File: src/rtl/branch_sequencer.sv
// rtl/branch_sequencer.sv - program counter, FETCH/EXEC phase machine and conditional jump resolution
//
// Purpose:
//   Owns the program counter and the FETCH/EXEC/HALT phase machine. It drives
//   the write-enable of the external C/Z flag register, reads the flag Q
//   outputs back and resolves conditional jumps from them.
//
// Optional feature:
//   BRANCH_HISTORY_EN - when defined, hist is a 4-bit shift register of
//   conditional-jump outcomes; otherwise hist is tied to zero.
//
// Ports:
//   clk       in   rising-edge clock
//   reset     in   asynchronous, active-high
//   enable    in   global run; low freezes all state and forces flags_we=0
//   opcode    in   [3:0] opcode of the current instruction (valid in EXEC)
//   target    in   [ADDR_W-1:0] jump address (valid in EXEC)
//   c_flag    in   carry flag Q
//   z_flag    in   zero flag Q
//   pc        out  [ADDR_W-1:0] program counter
//   phase     out  0=FETCH, 1=EXEC (0 in HALT)
//   flags_we  out  C/Z flag register write-enable (combinational)
//   taken     out  previous EXEC took a jump
//   halted    out  machine is in HALT
//   hist      out  [3:0] conditional branch history

module branch_sequencer #(
    parameter int ADDR_W   = 12,
    parameter int RESET_PC = 0
) (
    input  logic              clk,
    input  logic              reset,
    input  logic              enable,
    input  logic [3:0]        opcode,
    input  logic [ADDR_W-1:0] target,
    input  logic              c_flag,
    input  logic              z_flag,
    output logic [ADDR_W-1:0] pc,
    output logic              phase,
    output logic              flags_we,
    output logic              taken,
    output logic              halted,
    output logic [3:0]        hist
);

    typedef enum logic [1:0] {
        S_FETCH = 2'd0,
        S_EXEC  = 2'd1,
        S_HALT  = 2'd2
    } state_t;

    state_t state;

    logic is_cjmp;
    logic is_jmp;
    logic is_hlt;
    logic cond_true;

    assign is_cjmp = (opcode[3:2] == 2'b00);
    assign is_jmp  = (opcode == 4'b1111);
    assign is_hlt  = (opcode == 4'b1110);

    // Flags are the Q outputs as they stand in this EXEC cycle; a write from
    // the previous instruction's EXEC edge is already visible here.
    always_comb begin
        cond_true = 1'b0;
        case (opcode[1:0])
            2'b00:   cond_true = c_flag;
            2'b01:   cond_true = ~c_flag;
            2'b10:   cond_true = z_flag;
            default: cond_true = ~z_flag;
        endcase
    end

    assign flags_we = enable && (state == S_EXEC) && !is_cjmp && !is_jmp && !is_hlt;
    assign phase    = (state == S_EXEC);
    assign halted   = (state == S_HALT);

    always_ff @(posedge clk or posedge reset) begin
        if (reset) begin
            pc    <= ADDR_W'(RESET_PC);
            state <= S_FETCH;
            taken <= 1'b0;
        end else if (enable) begin
            case (state)
                S_FETCH: begin
                    pc    <= pc + ADDR_W'(1);
                    state <= S_EXEC;
                    taken <= 1'b0;
                end
                S_EXEC: begin
                    if (is_hlt) begin
                        state <= S_HALT;
                        taken <= 1'b0;
                    end else if (is_jmp || (is_cjmp && cond_true)) begin
                        pc    <= target;
                        state <= S_FETCH;
                        taken <= 1'b1;
                    end else begin
                        pc    <= pc + ADDR_W'(1);
                        state <= S_FETCH;
                        taken <= 1'b0;
                    end
                end
                default: begin
                    // HALT is sticky until reset; everything stays frozen.
                    state <= S_HALT;
                end
            endcase
        end
    end

`ifdef BRANCH_HISTORY_EN
    logic [3:0] hist_q;

    always_ff @(posedge clk or posedge reset) begin
        if (reset) begin
            hist_q <= 4'b0000;
        end else if (enable && (state == S_EXEC) && is_cjmp) begin
            hist_q <= {hist_q[2:0], cond_true};
        end
    end

    assign hist = hist_q;
`else
    assign hist = 4'b0000;
`endif

endmodule
File: config.mk
export PLATFORM = sky130hd
export DESIGN_NAME = branch_sequencer
export DESIGN_NICKNAME = d
export VERILOG_FILES = /design/src/rtl/branch_sequencer.sv
export SDC_FILE = /design/constraint.sdc
export NUM_CORES = 1
export LEC_CHECK = 0
export ABC_AREA = 1
export CORE_UTILIZATION = 50
export DETAILED_ROUTE_END_ITERATION = 10
export DONT_BUFFER_PORTS = 1
export GPL_ROUTABILITY_DRIVEN = 0
export PLACE_DENSITY = 0.68
export SLEW_MARGIN = 10
export SYNTH_ARGS = -nofsm -noshare
export SYNTH_HDL_FRONTEND = slang
export SYNTH_SLANG_ARGS = --single-unit
export TNS_END_PERCENT = 50
File: constraint.sdc
create_clock -name clk -period 1.25 [get_ports clk]
set_clock_uncertainty 0.05 [all_clocks]
set_input_delay 0 -clock clk [delete_from_list [all_inputs] [get_ports clk]]
set_output_delay 0 -clock clk [all_outputs]
set_load 0.02 [all_outputs]
* Word-level counts from Yosys, hierarchy flattened
Index checks and enable logic that the tools add are counted.
Cells by class: bitwise logic cells 2, add/sub/neg operators 1, muxes and demuxes 9, reductions and logical operators 15, equal/unequal tests 7
Operator list (number):
- 12-bit 2-to-1 mux | 2
- 12-bit case mux with 2 select lines | 1
- 12-bit by 1-bit adder with 12-bit output, second input constant | 1
- 4-bit equality test, second input constant | 2
- 2-bit logical NOT | 3
- 1-bit logical AND | 5
- 2-bit by 1-bit equality test with 1-bit output, second input constant | 2
- 2-bit equality test, second input constant | 2
- 2-bit case mux with 2 select lines | 1
- 1-bit logical NOT | 3
- 1-bit case mux with 3 select lines | 1
- 3-bit AND reduction | 1
- 1-bit 2-to-1 mux | 2
- 2-bit 2-to-1 mux | 1
- 2-bit inequality test, second input constant | 1
- 1-bit inverter | 2
- 1-bit case mux with 2 select lines | 1
- 2-bit AND reduction | 1
- 2-bit nonzero test | 1
- 1-bit logical OR | 1
Word-level totals: word-level logic and storage cells 37, flip-flop bits (word level) 15, input bits 21, output and inout port bits 20

* Logic depth before layout (Yosys ltp)
Gate-level depths: netlist of the first run.
depth in word-level cells 7, mapped depth 11, gate-level depth less buffers 10

* Worst setup path before layout of the first run
Ideal clock, no wire load.
path type reg-to-reg, from register pc[0], to register pc[6], cell stages (with the launch flop) 11, data required time 1.083 ns, data arrival time 1.307 ns, clock period less this slack 1.474 ns, library setup time 0.117 ns, path buffers 0, slack -0.224 ns, cell sequence dfrtp_1 ha_1 nand3_1 nor2_1 nand2_1 nand2_1 nand2_1 inv_1 nand2_2 nand3_2 nand2_1
Between the ends: longest elaborated chain between the ends 4
Ends and longest elaborated chain:
- from (decl) | line 38 | output logic [ADDR_W-1:0] pc,
- from (signal assigned) | line 81 | pc <= ADDR_W'(RESET_PC);
- from (signal assigned) | line 87 | pc <= pc + ADDR_W'(1);
- from (signal assigned) | line 96 | pc <= target;
- 12-bit by 1-bit adder with 12-bit output (*) | line 87, 100
- 12-bit 2-to-1 mux | line 95 | end else if (is_jmp || (is_cjmp && cond_true)) begin
- 12-bit 2-to-1 mux | line 92 | if (is_hlt) begin
- 12-bit case mux with 2 select lines (*) | line 85 | case (state)
Mark *: on every way between the ends. The rest lies on a longest branch, timed or not. The select of a mux whose other input is x is not followed. A chain may end at the register's enable or synchronous reset.

* Worst setup path in the final report of the first run
from register pc[1], to register pc[8]
The elaborated chain is that of the path after synthesis.

==> flow_summary.toml, run 1 <==
[run_status]
outcome = "complete, but fails checks"
violations = "setup timing"

[pwr]
finalPower_uw = 896
powerDensity_mw_per_mm2 = 495
ir_worst_vdd_uv = 475
p_sw_uw = 238
power_leakage_nw = 0.902
sw_frac_of_total_pct = 26.6
comb_power_share_pct = 12.0
seq_power_share_pct = 54.1
clock_power_share_pct = 33.9
internal_power_uw = 658

[sta]
fin_tns_setup_ns = -0.189
hold_viol = 0
fmax_mhz = 767
worstMarginPinSlew_ns = 0.623
period_needed_ns = 1.30
rsz0062_at_grt = "yes"
fin_crit_sh_pct = 104
slew_headroom_pct = 58.4
slew_violations = 0
setup_violations = 8
layout_setup_ws_ns = -0.0539

[die]
dieWidth_um = 52.1
initial_utilization_pct = 55.0
core_mm2 = 0.00228
rows = 17
dieArea_mm2 = 0.00271
die_h_um = 52.1
io_pins = 41

[route]
via_per_inst = 4.93
vias = 1258
ant_nets = 0
drt_wl_total_mm = 3.10
post-route-drc-count = 0
dr.pass1.iters = 4
first_iter_violations = 24
wl_per_cell_um = 12.2

[cts]
clk_latency_ns = 0.30
cts_buffer_depth = 2
htree_levels = 1
cts.sinks = 15
cts_root_buffer = "clkbuf_4"
cts_tree = "done"
clk_pin_slew_worst_paths_ns = 0.10
cts-buffers-inserted = 3

[setup_path]
r2r_setup_slack_ns = -0.05
worstSetupEndpoint = "pc[8]"
critPathBufInv = 1
cp_slowest_cell = "dfrtp_2"
arrival_ns = 1.45
worstSetupEndpointType = "register"
critical-path-top-delay-family = "flip-flops"
crit_chain = "ha_4 -> nand3_4 -> inv_4 -> nand2_2 -> xor2_1 -> nand2_2 -> nand3_2 -> nand2_1"
cpMostUsedCell = "nand2_2"
crit_path_max_fanout = 3
cp_data_required_time_ns = 1.40
crit_cells = 8
crit_path_max_incr_delay_ns = 0.45
setup.worst_path.start_class = "register"
rr_startpoint = "pc[1]"
timing.rr.end = "pc[8]"
worst_r2r_path_depth = 8
path_class = "register to register"
critPathLaunch = "pc[1]"

[final_layout]
fillerInstances = 171
multi_input_area_um2 = 791
area_growth_pct = 44.5
n_antenna_cell = 0
seq_area_um2 = 385
design_area_mm2 = 0.00181
nNetsFinal = 250
layout-drive-gt1-share_pct = 41.0

[worst_hold_path]
worstHoldStart = "opcode[1]"
min_path_type = "input pin to register"

[global_route]
antenna_found_initial = 0
track_usage_pct = 24.7
gr-total-overflow = 0
grt_max_degree = 16
grt_pass1_vias = 1185
grt_pass1_wl_mm = 4.86

[logic_synthesis]
synth_area_mm2 = 0.00125
syn_inst = 181
dominantRegCellSynth = "dfrtp_1"
synthTopCellsByCount = "nand2_1 (55), inv_1 (30), nand3_1 (21), dfrtp_1 (15), nand2_2 (11)"
yosys.area.top_type = "dfrtp_1"
synth_most_common_cell = "nand2_1"
ys_ff_latch = 15
ys_warn_count = 0
synth_async_sr_flop_share_pct = 100
ys_seq_area_share_pct = 30.0
synth_area_leaders = "dfrtp_1 (30%), nand2_1 (16%), inv_1 (9.0%)"
avgSynthCellArea_um2 = 6.92
synth_top_area_share_pct = 30.0
synth-edff-count = 0
yosysUniqueCellTypes = 25

[placed_design]
dpl_worst_slack_ns = -0.0484
io_buffers = 0
hpwl_mm = 2.06
placed_area_mm2 = 0.00150

[run]
cap_viol_max_count = 0
[state kept, by name, indices dropped and copies added (netlist names)]
register,cells
pc,12
state,2
taken,1
[power groups by stage]
| stage | combinational (mW) | clock, mW | sequential [mW] |
|---|---|---|---|
| 6_report | 0.107 | 0.304 | 0.485 |
| 5_1_grt | 0.118 | 0.329 | 0.485 |
| 4_1_cts | 0.0993 | 0.313 | 0.485 |
| 3_5_place_dp | 0.0620 | 0 | 0.494 |
| 3_3_place_gp | 0.0594 | 0 | 0.494 |
| 2_1_floorplan | 0.0604 | 0 | 0.494 |
[layout by cell type (no fill, tap or decap), drive strengths merged]
| cell type | count |
|---|---|
| xor2 | 6 |
| dlygate4sd3 | 15 |
| nand3 | 31 |
| o21ai | 4 |
| nand2 | 67 |
| nand3b | 1 |
| buf | 33 |
| nor3 | 1 |
| nand4 | 2 |
| dfrtp | 15 |
| clkbuf | 4 |
| ha | 1 |
| and3 | 1 |
| xnor2 | 1 |
| nor2 | 8 |
| conb | 4 |
| inv | 33 |
[what timing repair did]
action	in CTS	in global routing
buffers inserted	3	4
resized for setup	8	21
hold buffers	15	0
setup endpoints to repair	8	14
pin swaps	8	12
endpoints found under the hold margin	30	0
[cell type report]
class,count,share of cell area [%]
inverters,33,6.98
repair buffers,48,24.6
clock buffers,4,1.45
well taps,28,1.94
multi-input cells,127,43.7
flip-flops and latches,15,21.3
[per-layer routing]
layer  vias to the layer above  wire (µm)  track usage (%)
met1                       590       1250             24.4
met3                         6        100             3.51
li1                        631          -                -
met2                        31       1700             49.4
met5                         -          0                0
met4                         0         48             10.8
[cell families (layout without fill, tap and decap cells)]
family,after synthesis,after routing,share of synthesized area (%)
xor gates and xnor gates,7,7,4.90
DFF,15,15,30.0
buffers and inverters,42,85,15.7
and+or+nand+nor,111,111,45.7
AOI/OAI and AO/OA,4,4,2.50
other,1,4,0.299
adders and majority gates,1,1,0.999
[worst min path at each step]
stage                to  slack [ns]  cells past startpoint
5_1_grt           taken        0.08                      4
2_1_floorplan    pc[10]       -0.15                      1
6_report       state[1]        0.04                      3
3_5_place_dp      pc[4]       -0.05                      1
4_1_cts        state[1]        0.02                      3
3_3_place_gp      pc[4]       -0.06                      1
[worst register-to-register path: stages (launching register included)]
cell and delay (ns):
dfrtp_2 0.45, ha_4 0.18, nand3_4 0.09, inv_4 0.05
nand2_2 0.05, xor2_1 0.17, nand2_2 0.07, nand3_2 0.05
nand2_1 0.05
[metrics by stage]
| step | cells | utilization [%] | hold slack [ns] |
|---|---|---|---|
| 2_1_floorplan | 184 | - | -0.149 |
| 3_3_place_gp | 230 | 65.9 | -0.0620 |
| 3_5_place_dp | 230 | 65.9 | -0.0481 |
| 4_1_cts | 251 | 74.9 | 0.0234 |
| 5_1_grt | 255 | 79.5 | 0.0772 |
| 6_report | 255 | 79.5 | 0.0375 |
Note: power is estimated with default switching activity, not from simulation.
==> inputs of run 2 (changes only) <==
- SKIP_CTS_REPAIR_TIMING: unset -> 1
==> run 2 against run 1 <==
  * The run still ends with setup timing left
  * Power is 0.12% lower
  * First-iteration DRC count is 42% lower
  * Register-to-register slack hardly changed
  * Setup slack better by 0.00084 ns
  * Combinational power hardly changed
  * Hold slack better by 0.0081 ns
  * Maximum frequency hardly changed
  * Sequential cell count stayed put
  * Global-route usage is 2.0 points lower
==> flow_summary.toml, run 2 (synthesis gave the netlist of run 1 again) <==
[final_layout]
regMostFlops = "pc"
mostFrequentLayoutCells = "nand2_1 (50), inv_1 (28), buf_4 (28)"
fin_cells = 259
layout-drive-gt1-share_pct = 41.6
n_antenna_cell = 0
fillerInstances = 152
reg_top3 = "pc (12), state (2), taken (1)"
final_common_cell = "nand2_1"
design_area_mm2 = 0.00189
area_growth_pct = 50.6
nNetsFinal = 254
largest_reg_flops = 12

[setup_path]
path_class = "register to register"
r2r_setup_slack_ns = -0.05
cp_data_required_time_ns = 1.44
crit_path_max_fanout = 3
setup.worst_path.start_class = "register"
worstSetupEndpointType = "register"
timing.rr.end = "pc[4]"
arrival_ns = 1.50
rr_startpoint = "pc[1]"
worst_r2r_path_depth = 8

[cts]
htree_levels = 1
cts_tree = "done"
cts_buffer_depth = 2
cts-buffers-inserted = 3
clk_pin_slew_worst_paths_ns = 0.10
cts.sinks = 15
clk_latency_ns = 0.30
cts_root_buffer = "clkbuf_4"

[route]
wl_per_cell_um = 12.8
dr.pass1.iters = 4
post-route-drc-count = 0
first_iter_violations = 14
ant_nets = 0
drt_wl_total_mm = 3.33
vias = 1301
via_per_inst = 5.02

[pwr]
powerDensity_mw_per_mm2 = 474
p_sw_uw = 241
clock_power_share_pct = 34.0
comb_power_share_pct = 11.8
internal_power_uw = 654
seq_power_share_pct = 54.2
ir_worst_vdd_uv = 485
power_leakage_nw = 0.930
sw_frac_of_total_pct = 26.9
finalPower_uw = 895

[sta]
layout_setup_ws_ns = -0.0530
setup_violations = 8
hold_viol = 0
fin_tns_setup_ns = -0.284
slew_violations = 0
slew_headroom_pct = 57.8
rsz0062_at_grt = "yes"
worstMarginPinSlew_ns = 0.632
period_needed_ns = 1.30
fmax_mhz = 767
fin_crit_sh_pct = 104

[worst_hold_path]
hold_end = "state[1]"
min_path_type = "input pin to register"
whs_path_depth = 3
worstHoldStart = "opcode[1]"

[die]
initial_utilization_pct = 55.0
core_mm2 = 0.00228
dieWidth_um = 52.1
die_h_um = 52.1
rows = 17
dieArea_mm2 = 0.00271
io_pins = 41

[global_route]
gr-total-overflow = 0
grt_pass1_vias = 1075
antenna_found_initial = 0
track_usage_pct = 22.7
grt_max_degree = 16
grt_pass1_wl_mm = 4.48

[placed_design]
dpl_worst_slack_ns = -0.0484
io_buffers = 0
placed_area_mm2 = 0.00150
hpwl_mm = 2.06
dpl.cell_count = 230

[run_status]
outcome = "complete, but fails checks"
violations = "setup timing"

[run]
cap_viol_max_count = 0
==> run 2: power by group through the flow <==
stage	logic [mW]	registers, mW	clock network [mW]
2_1_floorplan	0.0604	0.494	0
5_1_grt	0.117	0.485	0.322
4_1_cts	0.0621	0.485	0.313
3_3_place_gp	0.0594	0.494	0
3_5_place_dp	0.0620	0.494	0
6_report	0.106	0.485	0.304
==> run 2: cell type report <==
type,count,area [µm²],share of cell area [%]
clock buffers,4,26.3,1.39
inverters,33,126,6.70
multi-input cells,128,811,43.0
flip-flops and latches,15,385,20.4
well taps,28,35.0,1.86
repair buffers,51,503,26.7
==> run 2: critical path, cell delays in order, from the launching register on <==
cell and delay, ns:
dfrtp_2 0.45, ha_4 0.18, nand3_4 0.08, buf_4 0.12, xor2_1 0.14, inv_1 0.07
nand2_2 0.06, nand3_2 0.05, nand2_1 0.05
==> run 2: routing by layer <==
layer  GRT usage [%]  vias up  part of all wire, %
li1                -      642                    -
met4            10.8        0                  1.5
met3            3.51        5                  3.9
met1            24.0      611                   42
met5               0        -                    0
met2            42.7       43                   53
==> run 2: how the worst max path moves through the flow <==
| stage | start | to | slack (ns) | depth (start not counted) |
|---|---|---|---|---|
| final | pc[1] | pc[4] | -0.05 | 8 |
| after global routing | pc[1] | pc[3] | -0.13 | 7 |
| after CTS | state[0] | flags_we | -0.23 | 5 |
| after detailed placement | pc[4] | pc[9] | -0.05 | 7 |
| after global placement | pc[1] | pc[8] | -0.01 | 8 |
| after floorplan | pc[0] | pc[8] | -0.07 | 8 |
==> run 2: through the flow <==
step / hold slack, ns / util, %
after CTS: -0.381 / 67.1
final: 0.0456 / 82.9
after global routing: 0.0880 / 82.9
after floorplan: -0.149 / -
after global placement: -0.0620 / 65.9
after detailed placement: -0.0481 / 65.9
==> inputs of run 3 (changes only) <==
- SETUP_SLACK_MARGIN: unset -> 0.4
==> run 3 against run 2 <==
  * The flow finishes with violations (hold timing, setup timing)
  * Critical path depth is 1 lower
  * Setup slack got worse by 0.049 ns
  * Hold slack got worse by 0.14 ns
  * Global-route usage rose by 0.50 points
  * Power down 2.0%
  * Non-clock buffer count down 9
  * Sequential power about the same
  * Final cell count decreased by 3.9%
  * Count of clock-buffer cells in the layout is the same
  * Critical path type unchanged
==> flow_summary.toml, run 3 (synthesis gave the netlist of run 1 again) <==
[run_status]
outcome = "complete, but fails checks"
violations = "hold timing, setup timing"

[run]
cap_viol_max_count = 0

[setup_path]
critPathBufInv = 0
cpMostUsedCell = "nand2_2"
cp_data_required_time_ns = 1.39
crit_chain = "nand2_2 -> nor2_4 -> nand3_1 -> xor2_1 -> nand2_2 -> nand3_2 -> nand2_1"
cp_slowest_cell = "dfrtp_2"
critical-path-top-delay-family = "simple AND/OR/NAND/NOR gates"
setup.worst_path.start_class = "register"
path_class = "register to register"
arrival_ns = 1.49
crit_path_max_fanout = 6
r2r_setup_slack_ns = -0.10
worstSetupEndpointType = "register"
crit_path_max_incr_delay_ns = 0.41

[sta]
slew_headroom_pct = 59.2
hold_viol = 1
rsz0062_at_grt = "yes"
fin_crit_sh_pct = 108
layout_setup_ws_ns = -0.102
slew_violations = 0
setup_violations = 9
fmax_mhz = 740
period_needed_ns = 1.35
holdWs_ns = -0.0972
worstMarginPinSlew_ns = 0.612

[global_route]
grt_pass1_vias = 1061
gr-total-overflow = 0
track_usage_pct = 23.2
antenna_found_initial = 0
grt_pass1_wl_mm = 4.58
grt_max_degree = 16

[placed_design]
hpwl_mm = 2.09
dpl.cell_count = 228
io_buffers = 0

[die]
die_h_um = 52.1
dieArea_mm2 = 0.00271
dieWidth_um = 52.1
core_mm2 = 0.00228
initial_utilization_pct = 55.0
io_pins = 41
rows = 17

[route]
via_per_inst = 5.05
dr.pass1.iters = 4
ant_nets = 0
first_iter_violations = 26
wl_per_cell_um = 12.8
vias = 1257
drt_wl_total_mm = 3.19
post-route-drc-count = 0

[cts]
cts-buffers-inserted = 3
cts_buffer_depth = 2
cts_root_buffer = "clkbuf_4"
clk_pin_slew_worst_paths_ns = 0.09
cts_tree = "done"
cts.sinks = 15
htree_levels = 1
clk_latency_ns = 0.29

[pwr]
ir_worst_vdd_uv = 436
finalPower_uw = 877
power_leakage_nw = 0.876
powerDensity_mw_per_mm2 = 491

[final_layout]
fin_cells = 249
fin_util_pct = 78.4
fillerInstances = 158
regMostFlops = "pc"
largest_reg_flops = 12
n_antenna_cell = 0
reg_top3 = "pc (12), state (2), taken (1)"
final_common_cell = "nand2_1"
mostFrequentLayoutCells = "nand2_1 (51), inv_1 (28), nand3_1 (18)"
area_growth_pct = 42.5
layout-drive-gt1-share_pct = 38.9
nNetsFinal = 244

[worst_hold_path]
min_path_type = "input pin to register"
run 3: cell types whose count changed in the layout (fill, tap and decap cells not counted), sizes merged:
cell,previous run,this run
clkbuf,5,4
nand2,68,67
buf,35,28
dlygate4sd3,15,14
run 3: layout make-up:
type | count | area [µm²] | area share [%]
clock buffers | 4 | 26.3 | 1.47
inverters | 33 | 126 | 7.08
multi-input cells | 127 | 788 | 44.2
flip-flops and latches | 15 | 387 | 21.7
well taps | 28 | 35.0 | 1.96
repair buffers | 42 | 422 | 23.6
run 3: worst reg2reg max path, cell delays in order (launching register included):
cell     delay (ns)
dfrtp_2        0.41
nand2_2        0.08
nor2_4         0.21
nand3_1        0.14
xor2_1         0.20
nand2_2        0.07
nand3_2        0.05
nand2_1        0.04
run 3: metal layers:
layer | vias up | wire length [µm] | GRT usage (%)
met5 | - | 0 | 0
li1 | 625 | - | -
met4 | 0 | 31 | 10.8
met1 | 588 | 1300 | 26.0
met2 | 40 | 1720 | 42.1
met3 | 4 | 145 | 3.51
run 3: where the power goes:
group          internal (mW)  leakage (nW)         switching [mW]  total (mW)
clock                  0.124        0.0150                  0.168       0.292
sequential             0.485         0.189  0.0000000000000000455       0.485
combinational         0.0436         0.671                 0.0564       0.100
run 3: metrics by stage:
step	hold slack, ns	TNS, ns	setup slack [ns]	cell area, µm²
finish	-0.0972	-0.360	-0.102	1780
global route	-0.0686	-1.38	-0.196	1780
CTS	-0.378	-0.494	-0.215	1510
detailed placement	-0.0569	-0.112	-0.0455	1490
global placement	-0.0653	-0.0182	-0.0182	1490
floorplan	-0.149	-0.217	-0.0704	1300
run 3: path summary, 6_finish.rpt:
kind	depth (start not counted)	startpoint	end
max	7	pc[1]	pc[5]
min	3	opcode[0]	state[1]
max reg2reg	7	pc[1]	pc[5]
min reg2reg	2	pc[6]	pc[6]
max in group asynchronous	2	reset	pc[4]
min in group asynchronous	2	reset	state[0]
